<file path="config.mk">
export PLATFORM = sky130hd
export DESIGN_NAME = decode_stage
export DESIGN_NICKNAME = d
export VERILOG_FILES = /design/src/rtl/decode_pkg.sv /design/src/rtl/decode_stage_hazard_scoreboard.sv /design/src/rtl/decode_stage.sv
export SDC_FILE = /design/constraint.sdc
export NUM_CORES = 1
export LEC_CHECK = 0
export CAP_MARGIN = 30
export CORE_ASPECT_RATIO = 0.9
export CORE_MARGIN = 5
export CORE_UTILIZATION = 45
export DETAILED_ROUTE_END_ITERATION = 10
export PLACE_DENSITY = 0.95
export SKIP_CTS_REPAIR_TIMING = 1
export SLEW_MARGIN = 20
export SYNTH_ARGS = -nofsm -noshare
export SYNTH_HDL_FRONTEND = slang
export SYNTH_SLANG_ARGS = --single-unit
</file>
<file path="constraint.sdc">
create_clock -name clk -period 6.8 [get_ports clk]
set_input_delay 1.36 -clock clk [delete_from_list [all_inputs] [get_ports clk]]
set_output_delay 1.36 -clock clk [all_outputs]
set_load 0.02 [all_outputs]
</file>
<file path="src/rtl/decode_pkg.sv">
// Shared types and constants for the ARM-style decode stage.
package decode_pkg;

    typedef enum logic [1:0] {
        CLS_DP  = 2'b00,
        CLS_MEM = 2'b01,
        CLS_BR  = 2'b10,
        CLS_UND = 2'b11
    } instr_class_t;

    typedef logic [3:0] reg_idx_t;

    localparam reg_idx_t    R15_IDX   = 4'd15;
    localparam logic [31:0] PC_OFFSET = 32'd8;
    localparam logic [3:0]  CMD_CMP   = 4'b1010;

    typedef struct packed {
        reg_idx_t     a1;
        reg_idx_t     a2;
        reg_idx_t     a3;
        logic [31:0]  r15;
        logic [31:0]  imm;
        logic         regw;
        logic         memw;
        instr_class_t cls;
    } bundle_t;

endpackage

</file>
<file path="src/rtl/decode_stage_hazard_scoreboard.sv">
// Pending-write scoreboard for decode_stage; only built with DECODE_HAZARD_EN.
module hazard_scoreboard
    import decode_pkg::*;
(
    input  logic     clk,
    input  logic     rst,
    input  logic     chk_valid,
    input  reg_idx_t src1,
    input  reg_idx_t src2,
    input  reg_idx_t dst,
    input  logic     use_src1,
    input  logic     use_src2,
    input  logic     use_dst,
    input  logic     set_en,
    input  reg_idx_t set_idx,
    input  logic     clr_en,
    input  reg_idx_t clr_idx,
    output logic     hazard
);

    logic [15:0] pending;
    logic [15:0] set_mask;
    logic [15:0] clr_mask;

    assign set_mask = set_en ? (16'd1 << set_idx) : 16'd0;
    assign clr_mask = clr_en ? (16'd1 << clr_idx) : 16'd0;

    // A set and a clear on the same register in one cycle leaves it pending.
    always_ff @(posedge clk or posedge rst) begin
        if (rst) begin
            pending <= '0;
        end else begin
            pending <= (pending & ~clr_mask) | set_mask;
        end
    end

    assign hazard = chk_valid && ((use_src1 && pending[src1]) ||
                                  (use_src2 && pending[src2]) ||
                                  (use_dst  && pending[dst]));

endmodule

</file>
<file path="src/rtl/decode_stage.sv">
// Single-entry decode stage with valid/ready handshake and flush.
// Define DECODE_HAZARD_EN to add the pending-write scoreboard and stall counter.
module decode_stage
    import decode_pkg::*;
(
    input  logic        clk,
    input  logic        rst,
    input  logic        in_valid,
    input  logic [31:0] in_instr,
    input  logic [31:0] in_pc,
    output logic        in_ready,
    input  logic        out_ready,
    input  logic        flush,
    input  logic        wb_valid,
    input  logic [3:0]  wb_rd,
    output logic        out_valid,
    output logic [3:0]  out_A1,
    output logic [3:0]  out_A2,
    output logic [3:0]  out_A3,
    output logic [31:0] out_R15,
    output logic [31:0] out_imm,
    output logic        out_regw,
    output logic        out_memw,
    output logic [1:0]  out_class,
    output logic [15:0] stall_cnt
);

    function automatic bundle_t decode(input logic [31:0] instr, input logic [31:0] pc);
        bundle_t b;
        b.cls  = instr_class_t'(instr[27:26]);
        b.a1   = instr[19:16];
        b.a3   = instr[15:12];
        b.a2   = (b.cls == CLS_MEM) ? instr[15:12] : instr[3:0];
        b.r15  = pc + PC_OFFSET;
        b.regw = 1'b0;
        b.memw = 1'b0;
        b.imm  = '0;
        case (b.cls)
            CLS_DP: begin
                b.regw = (instr[24:21] != CMD_CMP);
                b.imm  = {24'd0, instr[7:0]};
            end
            CLS_MEM: begin
                b.regw = instr[20];
                b.memw = !instr[20];
                b.imm  = {20'd0, instr[11:0]};
            end
            CLS_BR:  b.imm = {{6{instr[23]}}, instr[23:0], 2'b00};
            default: b.imm = '0;
        endcase
        return b;
    endfunction

    bundle_t dec_p0;
    bundle_t bundle_p1;
    logic    vld_p1;
    logic    hazard;
    logic    accept;

    assign dec_p0   = decode(in_instr, in_pc);
    assign in_ready = !rst && (!vld_p1 || out_ready) && !hazard && !flush;
    assign accept   = in_valid && in_ready;

    // p0 -> p1: output register; flush wins over a simultaneous accept
    always_ff @(posedge clk or posedge rst) begin
        if (rst) begin
            vld_p1    <= 1'b0;
            bundle_p1 <= '0;
        end else if (flush) begin
            vld_p1 <= 1'b0;
        end else if (accept) begin
            vld_p1    <= 1'b1;
            bundle_p1 <= dec_p0;
        end else if (out_ready) begin
            vld_p1 <= 1'b0;
        end
    end

`ifdef DECODE_HAZARD_EN
    logic use_src1;
    logic use_src2;

    assign use_src1 = (dec_p0.cls == CLS_DP) || (dec_p0.cls == CLS_MEM);
    assign use_src2 = (dec_p0.cls == CLS_DP) || dec_p0.memw;

    hazard_scoreboard u_scoreboard (
        .clk      (clk),
        .rst      (rst),
        .chk_valid(in_valid),
        .src1     (dec_p0.a1),
        .src2     (dec_p0.a2),
        .dst      (dec_p0.a3),
        .use_src1 (use_src1),
        .use_src2 (use_src2),
        .use_dst  (dec_p0.regw),
        .set_en   (accept && dec_p0.regw && (dec_p0.a3 != R15_IDX)),
        .set_idx  (dec_p0.a3),
        .clr_en   (wb_valid),
        .clr_idx  (wb_rd),
        .hazard   (hazard)
    );

    always_ff @(posedge clk or posedge rst) begin
        if (rst) begin
            stall_cnt <= '0;
        end else if (hazard && (stall_cnt != 16'hFFFF)) begin
            stall_cnt <= stall_cnt + 16'd1;
        end
    end
`else
    logic unused_wb;

    assign unused_wb = ^{wb_valid, wb_rd};
    assign hazard    = 1'b0;
    assign stall_cnt = '0;
`endif

    assign out_valid = vld_p1;
    assign out_A1    = bundle_p1.a1;
    assign out_A2    = bundle_p1.a2;
    assign out_A3    = bundle_p1.a3;
    assign out_R15   = bundle_p1.r15;
    assign out_imm   = bundle_p1.imm;
    assign out_regw  = bundle_p1.regw;
    assign out_memw  = bundle_p1.memw;
    assign out_class = bundle_p1.cls;

endmodule
</file>
==> results.py <==
metrics = {
    "final_layout": {
        "fin_area_um2": 5353,
        "n_antenna_cell": 0,
        "final_cell_count_no_fill": 659,
        "area_growth_pct": 43.70,
        "final_layout_size_suffix_gt1_share_pct": 6.250,
        "final_common_cell": "clkdlybuf4s50_1",
        "final_cell_mix": "145 x clkdlybuf4s50_1, 101 x nand2_1, 75 x dfrtp_1",
        "nets": 630,
    },
    "synth": {
        "synth.area.top_cells": "dfrtp_1 50%, nand2_1 10%, buf_4 4.4%",
        "async_flop_share_pct": 100.0,
        "synth_area_um2": 3725,
        "yosysSeqAreaShare_pct": 50.39,
        "synthFlopType": "dfrtp_1",
        "ys_types": 41,
        "synthCells": 424,
        "synth.area.mux_share_pct": 1.075,
        "synth-simple-area-share_pct": 27.14,
        "synth_xor_area_share_pct": 2.586,
        "syn_area_per_cell_um2": 8.785,
        "yosys_warnings": 0,
        "yosys.area.top_type": "dfrtp_1",
        "synth-edff-count": 0,
        "synth_seq_cells": 75,
        "synth_top_cell_area_share_pct": 50.39,
        "synth_top_family_by_area": "simple AND/OR/NAND/NOR gates",
        "synth_compound_area_share_pct": 10.41,
        "synth-adder-area-share_pct": 0.3359,
    },
    "global_route": {
        "antenna_found_initial": 0,
        "grt_pass1_vias": 3430,
        "grt.overflow.total": 0,
        "grt_usage_pct": 21.37,
        "grt_pass1_wl_um": 17370,
        "grt_max_degree": 79,
    },
    "floorplanning": {
        "die_w_um": 105.9,
        "die_area_um2": 10200,
        "io_pins": 172,
        "core_area_um2": 8068,
        "die_h_um": 96.31,
        "rows": 31,
        "initial_core_util_pct": 46.17,
    },
    "critical_path": {
        "path_class": "in2out",
        "r2r_cells": 5,
        "r2r-start": "out_valid",
        "reg2reg_to": "out_R15[31]",
        "critPathArrivalTime_ns": 2.89,
        "end_kind": "primary output",
        "crit_buf_inv": 2,
        "crit_required_ns": 5.44,
        "slowest_delay_ns": 0.64,
        "crit_top_cell": "clkdlybuf4s50_1",
        "cp_max_fo": 4,
        "cp_cell_sequence": "clkdlybuf4s50_1 > or2_2 > nor2_1 > clkdlybuf4s50_1",
        "crit_slowest_cell": "clkdlybuf4s50_1",
        "rrSetupSlack_ns": 4.50,
        "crit_path_start_kind": "input pin",
        "crit_family": "buffers and inverters",
    },
    "clock_tree": {
        "clockRootBuffer": "clkbuf_8",
        "cts-htree-levels": 3,
        "max-clock-path-buffers": 2,
        "cts_buffers": 9,
        "cts_tree": "done",
        "cts.reportedPaths.clkPinSlew_ns": 0.07,
        "cts_sinks": 75,
        "clock_latency_ns": 0.35,
    },
    "timing": {
        "fin_crit_sh_pct": 62.47,
        "whs_ns": 0.4720,
        "fin_worst_skew_ns": 0.005828,
        "slew_viol_final": 0,
        "max_slew_margin_pct": 40.90,
        "worstMarginPinSlew_ns": 0.8847,
        "finalHoldViolations": 0,
        "setup_viol_count_final": 0,
        "timing.fmax_mhz": 235.4,
        "setup_tns_ns": 0,
        "timing.final.crit_period_ns": 4.248,
        "rsz0062_at_grt": "no",
    },
    "detailed_routing": {
        "ant_nets": 0,
        "drc": 0,
        "wl_per_cell_um": 16.71,
        "drt-total-wl_um": 11010,
        "first_pass_iters": 4,
        "viasPerCell": 5.385,
        "num_vias": 3549,
        "initialDrtViolationCount": 178,
    },
    "power": {
        "vdd_drop_max_mv": 0.1675,
        "p_sw_share_pct": 33.50,
        "power_leakage_uw": 0.002300,
        "power_frac_seq_pct": 43.1,
        "finalPower_uw": 1295,
        "cellPowerDensity_nw_per_um2": 241.9,
        "power_frac_comb_pct": 33.2,
        "p_int_uw": 861.1,
        "switchingPower_uw": 433.8,
        "pwr-share-clk_pct": 23.8,
    },
    "placement": {
        "post_dp_cell_area_um2": 5129,
        "gp_congestion": 0.8675,
        "numPortBuffers": 145,
        "hpwl_um": 8275,
        "dp_cells": 640,
    },
    "status": {
        "outcome": "finished clean",
    },
    "worst_hold_path": {
        "min_to": "out_imm[1]",
        "holdPathStages": 2,
        "hp-class": "reg2reg",
        "holdCritStartpoint": "out_imm[1]",
    },
    "run": {
        "maxCapViolCount": 0,
    },
}
-- registers in the layout, indices dropped and copies added (netlist names) --
name and flops:
out_A2 4, out_A3 4, out_valid 1, out_R15 32, out_imm 26, out_class 2
out_A1 4, out_memw 1, out_regw 1
-- layer usage --
metal  vias to the layer above  part of all wire (%)  wire, um  GRT usage (%)
met1                      1710                    41      4464          25.94
met4                         0                   2.3       255          8.091
met2                       130                    52      5733          37.79
li1                       1689                     -         -              -
met5                         -                     0         0              0
met3                        20                   5.1       561          4.494
-- stage by stage --
stage	utilization, %	setup slack (ns)
floorplan	-	3.482
global placement	63.57	2.639
detailed placement	63.57	2.563
CTS	65.77	2.562
global route	66.35	2.534
finish	66.35	2.552
-- power groups by stage --
| stage | clock, uW | sequential, uW | combinational, uW |
|---|---|---|---|
| 2_1_floorplan | 0 | 653 | 115 |
| 3_3_place_gp | 0 | 562 | 419 |
| 3_5_place_dp | 0 | 567 | 429 |
| 4_1_cts | 318 | 558 | 431 |
| 5_1_grt | 335 | 568 | 458 |
| 6_report | 308 | 558 | 429 |
-- final cells by class --
class	count	area [um^2]
Fill cell	653	2715
Sequential cell	75	1877
Multi-Input combinational cell	308	1617
Timing Repair Buffer	151	1520
Clock buffer	10	137.6
Tap cell	99	123.9
Clock inverter	6	40.04
Inverter	10	37.54
-- worst reg2reg max path: stages, from the launching register on --
cell and delay, ns:
dfrtp_1 0.42, nor2b_1 0.21, or3_2 0.46, buf_4 0.34, and2_0 0.27, or3b_2 0.47
-- worst max-delay path by stage --
stage,startpoint,end,slack (ns),cells past startpoint
after global routing,rst,in_ready,2.53,4
after detailed placement,rst,in_ready,2.56,4
after CTS,rst,in_ready,2.56,4
after floorplan,flush,in_ready,3.48,2
final,rst,in_ready,2.55,4
after global placement,rst,in_ready,2.64,4
-- synthesized netlist by cell type, drive strengths merged (2+ instances only) --
cell,count
or3,6
nor3,4
clkbuf,20
nor4,3
xnor2,6
nand2,101
nand4,9
mux2i,4
and3,3
and2,2
dfrtp,75
o21ai,19
nor2,39
o31ai,13
inv,9
nor2b,2
a31oi,15
xor2,5
a221oi,10
and4,2
or4,12
or2,3
nand3,27
buf,26
-- kinds of logic (layout without fill, tap and decap cells) --
logic type               after synthesis  after routing
multiplexers                           4              4
AND/OR/NAND/NOR                      217            217
AO/OA/AOI/OAI                         59             59
flip-flops                            75             75
adder cells (fa/ha/maj)                1              1
XOR/XNOR                              11             11
buffers and inverters                 56            177
other                                  1             16
No activity file was read; power rests on OpenSTA's default activity.
